## config.mk

```make
export PLATFORM = sky130hd
export DESIGN_NAME = div_remainder_unit
export DESIGN_NICKNAME = d
export VERILOG_FILES = /design/src/rtl/div_remainder_unit.sv
export SDC_FILE = /design/constraint.sdc
export NUM_CORES = 1
export LEC_CHECK = 0
export BUFFER_PORTS_ARGS = -buffer_cell sky130_fd_sc_hd__buf_2
export CAP_MARGIN = 5
export CORE_MARGIN = 4
export CORE_UTILIZATION = 60
export DETAILED_ROUTE_END_ITERATION = 16
export PLACE_DENSITY_LB_ADDON = 0.2
export SYNTH_ARGS = -nofsm -noshare
export SYNTH_HDL_FRONTEND = slang
export SYNTH_SLANG_ARGS = --single-unit
export TNS_END_PERCENT = 30
```

## constraint.sdc

```tcl
create_clock -name clock -period 3.4 [get_ports clock]
set_clock_uncertainty 0.05 [all_clocks]
set_input_delay 0.17 -clock clock [delete_from_list [all_inputs] [get_ports clock]]
set_output_delay 0.17 -clock clock [all_outputs]
set_load 0.005 [all_outputs]
```

## src/rtl/div_remainder_unit.sv

```systemverilog
// Iterative signed restoring divider for the multdiv path.
// Optional macro DIV_EARLY_OUT_EN: skip iterations when |A| < |B|.
module div_remainder_unit #(
  parameter int WIDTH    = 32,
  parameter int CNT_BITS = 6
) (
  input  logic             clock,
  input  logic             ctrl_reset,
  input  logic             ctrl_DIV,
  input  logic [WIDTH-1:0] data_operandA,
  input  logic [WIDTH-1:0] data_operandB,
  output logic [WIDTH-1:0] data_result,
  output logic [WIDTH-1:0] data_remainder,
  output logic             data_exception,
  output logic             data_resultRDY,
  output logic             busy
);

  localparam logic [1:0] S_IDLE = 2'd0;
  localparam logic [1:0] S_LOAD = 2'd1;
  localparam logic [1:0] S_ITER = 2'd2;
  localparam logic [1:0] S_DONE = 2'd3;

  localparam logic [WIDTH-1:0] MIN_NEG = {1'b1, {(WIDTH-1){1'b0}}};
  localparam logic [WIDTH-1:0] ALL_ONE = {WIDTH{1'b1}};
  localparam logic [CNT_BITS-1:0] LAST = CNT_BITS'(WIDTH-1);

  logic [1:0]           state;
  logic                 sign_a;
  logic                 sign_b;
  logic                 div_zero;
  logic                 ovf;
  logic [WIDTH-1:0]     mag_a;
  logic [WIDTH-1:0]     mag_b;
  logic [2*WIDTH-1:0]   rq;
  logic [CNT_BITS-1:0]  cnt;

  logic [WIDTH:0]       top;
  logic [WIDTH:0]       trial;
  logic [2*WIDTH-1:0]   rq_step;
  logic [WIDTH-1:0]     q_lo;
  logic [WIDTH-1:0]     r_hi;

  // One restoring step: shift left, trial-subtract, keep or restore.
  // The bit shifted out of the upper half is kept so large divisors work.
  always_comb begin
    top   = rq[2*WIDTH-1:WIDTH-1];
    trial = top - {1'b0, mag_b};
    q_lo  = rq[WIDTH-1:0];
    r_hi  = rq[2*WIDTH-1:WIDTH];
    if (!trial[WIDTH]) begin
      rq_step = {trial[WIDTH-1:0], rq[WIDTH-2:0], 1'b1};
    end else begin
      rq_step = {top[WIDTH-1:0], rq[WIDTH-2:0], 1'b0};
    end
  end

  // Control FSM, operand capture, iteration and result registers.
  always_ff @(posedge clock) begin
    if (ctrl_reset) begin
      state          <= S_IDLE;
      sign_a         <= 1'b0;
      sign_b         <= 1'b0;
      div_zero       <= 1'b0;
      ovf            <= 1'b0;
      mag_a          <= '0;
      mag_b          <= '0;
      rq             <= '0;
      cnt            <= '0;
      data_result    <= '0;
      data_remainder <= '0;
      data_exception <= 1'b0;
      data_resultRDY <= 1'b0;
      busy           <= 1'b0;
    end else begin
      case (state)
        S_IDLE: begin
          data_resultRDY <= 1'b0;
          if (ctrl_DIV) begin
            sign_a         <= data_operandA[WIDTH-1];
            sign_b         <= data_operandB[WIDTH-1];
            mag_a          <= data_operandA[WIDTH-1] ?
                              -data_operandA : data_operandA;
            mag_b          <= data_operandB[WIDTH-1] ?
                              -data_operandB : data_operandB;
            div_zero       <= (data_operandB == '0);
            ovf            <= (data_operandA == MIN_NEG) &&
                              (data_operandB == ALL_ONE);
            data_exception <= 1'b0;
            busy           <= 1'b1;
            state          <= S_LOAD;
          end
        end
        S_LOAD: begin
          cnt <= '0;
          if (div_zero || ovf) begin
            state <= S_DONE;
`ifdef DIV_EARLY_OUT_EN
          end else if (mag_a < mag_b) begin
            // Quotient is zero; the whole dividend is the remainder.
            rq    <= {mag_a, {WIDTH{1'b0}}};
            state <= S_DONE;
`endif
          end else begin
            rq    <= {{WIDTH{1'b0}}, mag_a};
            state <= S_ITER;
          end
        end
        S_ITER: begin
          rq  <= rq_step;
          cnt <= cnt + 1'b1;
          if (cnt == LAST) begin
            state <= S_DONE;
          end
        end
        S_DONE: begin
          // First DONE cycle publishes; second drops the pulse.
          if (!data_resultRDY) begin
            data_resultRDY <= 1'b1;
            if (div_zero || ovf) begin
              data_result    <= '0;
              data_remainder <= '0;
              data_exception <= 1'b1;
            end else begin
              data_result    <= (sign_a ^ sign_b) ? -q_lo : q_lo;
              data_remainder <= sign_a ? -r_hi : r_hi;
              data_exception <= 1'b0;
            end
          end else begin
            data_resultRDY <= 1'b0;
            busy           <= 1'b0;
            state          <= S_IDLE;
          end
        end
        default: begin
          state <= S_IDLE;
          busy  <= 1'b0;
        end
      endcase
    end
  end

endmodule
```

==> run summary, run 1 <==
TritonCTS clock tree: yes
RSZ-0062 raised after global routing: no
Max_slew headroom: 52.59%
H-tree Lvls: 1
Final wirelength: 31440 um
Number of synthesized flops with an enable pin: 0
Die area: 22430 um2
Max-cap violation count: 0
DRT Pass-1 Iters: 5
Final Setup Violations: 0
Avg Vias per Cell: 5.985
Multi-input logic area: 7392 um2
DR vias: 11204
Worst setup EP type: flip-flop
Worst path max stage delay: 0.41 ns
Fin Setup TNS: 0 ns
Ys Warns: 0
Clock Root Buffer: clkbuf_16
P&R area growth vs syn: 16.00%
Final instance area: 13990 um2
Ant diodes: 0
Worst vdd ir: 0.0004500 V
Global-route usage over all layers: 27.33%
Largest net degree at the start of global routing: 102
Initial drt markers: 1060
CTS clk-pin slew, worst paths: 0.06 ns
CP startpoint kind: flip-flop
Tightest Pin Transition: 0.7085 ns
GR Overflow Total: 0
DRC viols: 0
CP max FO: 8
Share of cells above drive strength 1: 14.44%
Sequential cell area fraction in the yosys report: 34.36%
Critical-path cell list: inv_1, ha_1, fa_1, nor2b_1, o2111ai_1, a21oi_2, o21ai_1, a211o_1, and3_1, nor2_2, buf_4, nand2_1, o211ai_1
Finished Layout Cells: 1872
Rows: 51
Post-CTS Setup Inserts: 0
Slew Limit Fails: 0
HPWL Detailed: 22580 um
Tmin final: 3.202 ns
Clock Path Buffers: 3
Cells after Synth: 1466
WS Path Type: flip-flop to flip-flop
Yosys cell types: 63
Post-synth net total: 1576
FF-to-FF setup slack: 0.20 ns
Port bufs: 133
Status: completed
I/O pin total: 134
Die X: 149.8 um
Post-Syn Area: 12060 um2
Main flop type after synthesis: dfxtp_1
Core Area: 19590 um2
Worst skew pair latency: 0.52 ns
WP data arrival: 3.58 ns
Max Clock Freq: 312.3 MHz
Routability cong.: 0.9342
Routed len/inst: 16.80 um
Initial Util: 61.56%
FF-to-FF Start: rq[31]$_SDFFE_PP0P_
R2R Path End: rq[63]$_SDFFE_PP0P_
Syn Area/Cell: 8.226 um2
Post-route ant nets: 0
Filler instances: 1563
Area taken by flip-flops and latches: 4144 um2
Vias in the first global route: 9911
CTS Buf Count: 23
Fin. Hold Viols: 0
Worst Hold Depth: 3
CP max stage cell: fa_1
CTS sink count: 207
First-pass GRT wire length: 50720 um
Hold Path End: mag_b[11]$_SDFFE_PP0P_
Register bit count reported by yosys: 207
Req. time, crit path: 3.78 ns
Nets: 1700
Area after DPL: 12930 um2
Pleak: 5.692 nW
Antenna violations before repair: 0
Fin crit share: 94.18%
Worst Hold Class: input pin to flip-flop
Worst Min Path Start: data_operandB[11]
Placed cells: 1799
R2R depth: 13
PD cells: 672.0 nW/um2
Async set-reset flop share out of synthesis: 0%
Die H: 149.8 um
placed cells by master, fill, tap and decap left out, types with 13 or more instances in the layout:
cell type	n
dfxtp_1	207
nor2_1	187
buf_2	132
nand2_1	118
a211oi_1	92
xor2_1	83
o21ai_0	82
xnor2_1	66
a21oi_1	60
mux2i_1	58
inv_1	53
a22oi_1	45
ha_1	41
dlygate4sd3_1	31
o31ai_1	25
buf_4	25
or3_1	23
clkbuf_16	23
a22o_1	21
nand4_1	20
a21o_1	15
or4_1	14
o41ai_1	14
nor3_1	13
worst max-delay path, delay by kind of cell (launching register included):
kind | cells | cell delay (ns)
and+or+nand+nor | 4 | 0.72
DFF | 1 | 0.33
buffers and inverters | 2 | 0.26
AOI/OAI and AO/OA | 5 | 1.13
adders and majority gates | 2 | 0.61
power by group:
group	leakage, nW	switching (mW)	internal [mW]	total [mW]
logic	3.64	2.20	1.44	3.64
clock network	0.361	1.03	1.37	2.41
registers	1.69	0.495	2.86	3.35
total	5.69	3.73	5.67	9.40
what timing repair did:
action | CTS | global route
hold buffers | 31 | 0
hold endpoints to repair | 32 | 0
setup endpoints to repair | 0 | 32
gates resized for setup | 0 | 6
registers in the layout (all words and copies together) (netlist names):
name	cells
data_remainder	32
mag_a	32
data_exception	1
data_resultRDY	1
rq	64
mag_b	32
sign_a	1
cnt	6
div_zero	1
data_result	32
state	2
busy	1
sign_b	1
ovf	1
per-stage QoR:
| stage | hold WS, ns | util [%] | worst slack (ns) | total power [mW] |
|---|---|---|---|---|
| 2_1_floorplan | 0.2560 | - | 0.2855 | 6.032 |
| 3_3_place_gp | 0.3913 | 66.02 | 0.2421 | 6.834 |
| 3_5_place_dp | 0.4073 | 66.02 | 0.1350 | 6.933 |
| 4_1_cts | 0.001463 | 71.34 | 0.1039 | 9.363 |
| 5_1_grt | 0.01297 | 71.41 | 0.006381 | 10.02 |
| 6_report | 0.004144 | 71.41 | 0.1980 | 9.401 |
metal layers:
metal | vias to the layer above | track usage (%) | wire, um
met4 | 0 | 6.130 | 614
met1 | 5184 | 42.62 | 15220
met3 | 50 | 5.572 | 2835
li1 | 5531 | - | -
met5 | - | 0 | 0
met2 | 439 | 38.60 | 12770
synthesized netlist by cell type (3+ instances only):
cell type	count	area, um2
a211oi_1	92	690.7
a21boi_0	3	22.52
a21o_1	15	112.6
a21oi_1	62	310.3
a22o_1	21	183.9
a22oi_1	45	337.8
a31o_2	3	26.28
a31oi_1	9	56.30
a32oi_1	4	35.03
and2_1	4	25.02
and3_1	11	68.82
buf_1	5	18.77
clkbuf_1	81	304.0
dfxtp_1	207	4144
ha_1	42	525.5
inv_1	53	198.9
mux2i_1	58	580.6
nand2_1	118	442.9
nand2b_1	5	31.28
nand3_1	8	40.04
nand4_1	20	125.1
nor2_1	189	709.4
nor2b_1	8	50.05
nor3_1	14	70.07
nor4_1	10	62.56
o211ai_1	4	30.03
o21a_1	8	60.06
o21ai_0	84	420.4
o21ai_1	3	15.01
o21bai_1	4	30.03
o31ai_1	25	187.7
o41ai_1	14	122.6
o41ai_2	4	65.06
or2_1	6	37.54
or2_2	8	50.05
or3_1	23	143.9
or4_1	14	105.1
xnor2_1	66	578.1
xor2_1	83	727.0
layout make-up:
type	count	share of cell area, %
clock buffer	27	4.365
tap	265	2.370
timing repair buffer	190	8.506
sequential	207	29.62
inverter	53	1.422
multi-input combinational	1115	52.84
clock inverter	15	0.8676
worst max path at each step:
stage / slack (ns) / endpoint / depth (start not counted) / startpoint
after floorplan: 0.29 / rq[38]$_SDFFE_PP0P_ / 14 / rq[31]$_SDFFE_PP0P_
after global placement: 0.24 / rq[61]$_SDFFE_PP0P_ / 12 / rq[31]$_SDFFE_PP0P_
after detailed placement: 0.14 / rq[40]$_SDFFE_PP0P_ / 13 / rq[31]$_SDFFE_PP0P_
after CTS: 0.10 / rq[61]$_SDFFE_PP0P_ / 12 / rq[31]$_SDFFE_PP0P_
after global routing: 0.006 / rq[63]$_SDFFE_PP0P_ / 13 / rq[31]$_SDFFE_PP0P_
final: 0.20 / rq[63]$_SDFFE_PP0P_ / 13 / rq[31]$_SDFFE_PP0P_
logic make-up after synthesis:
family / count (synthesis) / synth area share (%)
xor gates and xnor gates: 149 / 10.82
muxes: 58 / 4.814
DFF: 207 / 34.36
adders and majority gates: 43 / 4.524
and+or+nand+nor: 452 / 17.39
AOI/OAI and AO/OA: 413 / 23.51
buffers and inverters: 144 / 4.576
No activity file was read; power rests on OpenSTA's default activity.
==> run 2, diff against run 1 <==
--- a/config.mk
+++ b/config.mk
@@ -5,10 +5,12 @@
 export SDC_FILE = /design/constraint.sdc
 export NUM_CORES = 1
 export LEC_CHECK = 0
+export ABC_AREA = 1
 export BUFFER_PORTS_ARGS = -buffer_cell sky130_fd_sc_hd__buf_2
 export CAP_MARGIN = 5
 export CORE_MARGIN = 4
-export CORE_UTILIZATION = 60
+export CORE_UTILIZATION = 61
+export CTS_CLUSTER_SIZE = 24
 export DETAILED_ROUTE_END_ITERATION = 16
 export PLACE_DENSITY_LB_ADDON = 0.2
 export SYNTH_ARGS = -nofsm -noshare
==> run 2 against run 1 <==
Net effect: synthesized cell count up 60%; setup slack better by 0.37 ns; total power up 75%; first-iteration DRC count up 87%; critical endpoint is now rq[60]$_SDFFE_PP0P_; largest cell class unchanged; largest power group unchanged.
==> run summary, run 2 <==
Status: completed
Cell count along the critical path: 17
Die area: 26010 um2
H-tree Lvls: 1
Worst vdd ir: 0.0005802 V
Top cell type's share of synthesized area: 28.91%
Area leader, netlist: dfxtp_1
Routed len/inst: 16.83 um
Slew Limit Fails: 0
DRT Pass-1 Iters: 6
CP startpoint kind: flip-flop
WL met3: 4404 um
Seq pwr share: 21.3%
Max Clock Freq: 353.1 MHz
Fin. Hold Viols: 0
FF-to-FF Start: rq[31]$_SDFFE_PP0P_
Share of cells above drive strength 1: 11.28%
Fin crit share: 83.29%
P&R area growth vs syn: 13.86%
Main flop type after synthesis: dfxtp_1
Largest net degree at the start of global routing: 77
WP data arrival: 3.15 ns
Setup slack after placement: 0.6180 ns
Final Setup Violations: 0
Fin Setup TNS: 0 ns
Critical path's most frequent cell: nand2_4
CTS clk-pin slew, worst paths: 0.06 ns
Placed cells: 2713
R2R Path End: rq[60]$_SDFFE_PP0P_
Ys Warns: 0
Req. time, crit path: 3.71 ns
Area contributors post-synth: dfxtp_1 (29%), nand2_1 (17%), inv_1 (8.2%), nand3_1 (6.6%), a21oi_1 (6.5%)
Post-Syn Area: 14330 um2
GR Overflow Total: 0
Die X: 161.3 um
Critical-path cell list: inv_1, ha_1, fa_1, inv_1, nand2_1, nand2_1, nand3_1, nand2_2, nand2_2, nand2_4, nand2_4, nand2_4, nand2_4, nand2_2, nand2_1, nand3_1, a21oi_2
Routed wl met2: 20130 um
Port bufs: 133
Clock Path Buffers: 3
FF-to-FF setup slack: 0.57 ns
Clock power share: 18.5%
CP Buf/Inv Count: 2
Post-synth net total: 2453
Largest register FFs: 64
DRC viols: 0
First-pass GRT wire length: 73660 um
Register bit count reported by yosys: 207
Register with the most flip-flops: rq
CTS Buf Count: 23
Area after DPL: 15160 um2
I/O pin total: 134
Initial Util: 62.73%
Initial drt markers: 1980
Finished Layout Cells: 2778
Sequential cell area fraction in the yosys report: 28.91%
RSZ-0062 raised after global routing: no
Worst setup EP type: flip-flop
Ant diodes: 0
PD cells: 1011 nW/um2
Filler instances: 2072
Cells after Synth: 2343
Yosys cell types: 51
Top sig layer: met4
Final wirelength: 46750 um
Core Area: 22850 um2
CTS sink count: 207
Max_slew headroom: 43.94%
Pleak: 7.902 nW
Syn Area/Cell: 6.117 um2
Net switching power: 8.559 mW
DR vias: 15907
CP max stage cell: fa_1
Rows: 55
CP startpoint: rq[31]$_SDFFE_PP0P_
Avg Vias per Cell: 5.726
Delay-heaviest family, CP: simple AND/OR/NAND/NOR gates
Clock Root Buffer: clkbuf_16
CP max FO: 22
Utilization after layout: 71.43%
Max-cap violation count: 0
Antenna violations before repair: 0
Nets: 2559
Post-route ant nets: 0
Cts repair resizes: 0
Routed met1 length: 20510 um
R2R depth: 17
Global-route usage over all layers: 34.39%
Tmin final: 2.832 ns
Switching Fraction: 51.90%
Vias in the first global route: 14408
Number of synthesized flops with an enable pin: 0
TritonCTS clock tree: yes
Die H: 161.3 um
Most frequent cells in the layout: nand2_1 (660), inv_1 (309), dfxtp_1 (207)
Setup crit end: rq[60]$_SDFFE_PP0P_
Combinational power share: 60.2%
Cell with the most instances after synthesis: nand2_1
Async set-reset flop share out of synthesis: 0%
Final WS setup: 0.5681 ns
Tightest Pin Transition: 0.8410 ns
Routability cong.: 0.9581
Internal power: 7.932 mW
WS Path Type: flip-flop to flip-flop
Worst skew pair latency: 0.51 ns
Post-synth top cells: nand2_1 (660), inv_1 (312), dfxtp_1 (207)
Worst path max stage delay: 0.41 ns
HPWL Detailed: 34780 um
Commonest non-fill, non-tap cell in the layout: nand2_1
Final instance area: 16320 um2
Worst Hold Class: input pin to flip-flop
## run 2: how the worst min path moves through the flow
stage                                            from                     endpoint  slack [ns]  cells past startpoint
final                               data_operandA[29]       mag_a[29]$_SDFFE_PP0P_       0.008                      5
after CTS                           data_operandA[29]       mag_a[29]$_SDFFE_PP0P_       0.002                      5
after global routing                data_operandB[17]       mag_b[17]$_SDFFE_PP0P_        0.03                      3
after detailed placement  data_exception$_SDFFE_PP0P_  data_exception$_SDFFE_PP0P_        0.40                      2
after floorplan                     data_operandA[27]       mag_a[27]$_SDFFE_PP0P_        0.26                      2
after global placement    data_exception$_SDFFE_PP0P_  data_exception$_SDFFE_PP0P_        0.40                      2
## run 2: power by group through the flow
stage / combinational, mW / clock (mW) / sequential, mW
3_5_place_dp: 9.54 / 0 / 3.53
4_1_cts: 9.67 / 3.04 / 3.49
2_1_floorplan: 7.31 / 0 / 3.34
5_1_grt: 11.1 / 3.14 / 3.56
6_report: 9.94 / 3.04 / 3.51
3_3_place_gp: 9.38 / 0 / 3.51
## run 2: layout make-up
class	count	area [um2]	share of cell area (%)
Sequential cell	207	4144	25.39
Clock buffer	27	610.6	3.741
Tap cell	313	391.6	2.400
Timing Repair Buffer	173	1054	6.456
Multi-Input combinational cell	1715	8573	52.53
Inverter	329	1235	7.567
Clock inverter	14	311.5	1.909
## run 2: repair_timing
item | 4_1_cts | 5_1_grt
endpoints found under the hold margin | 23 | 0
buffers inserted | 0 | 0
hold buffers | 24 | 0
## run 2: through the flow
step,power [mW],hold slack (ns)
global route,17.78,0.03021
global placement,12.89,0.3953
detailed placement,13.07,0.3977
finish,16.49,0.007731
CTS,16.19,0.001617
floorplan,10.66,0.2586
## run 2: kinds of logic after synthesis
family                     count (synthesis)  share of synthesized area (%)
buffers and inverters                    421                          11.40
and+or+nand+nor                         1181                          35.44
DFF                                      207                          28.91
xor gates and xnor gates                  63                          3.850
adders and majority gates                 43                          3.806
AOI/OAI and AO/OA                        428                          16.59
## run 2: layer usage
layer	vias up	track usage, %
met2	716	54.22
met3	120	6.201
li1	7741	-
met4	0	10.93
met5	-	0
met1	7330	48.07
## run 2: tightest hold or removal path: stages
cell and delay [ns]:
buf_2 0.11, xor2_1 0.07, nand2_1 0.10, nand2_1 0.06
inv_1 0.04
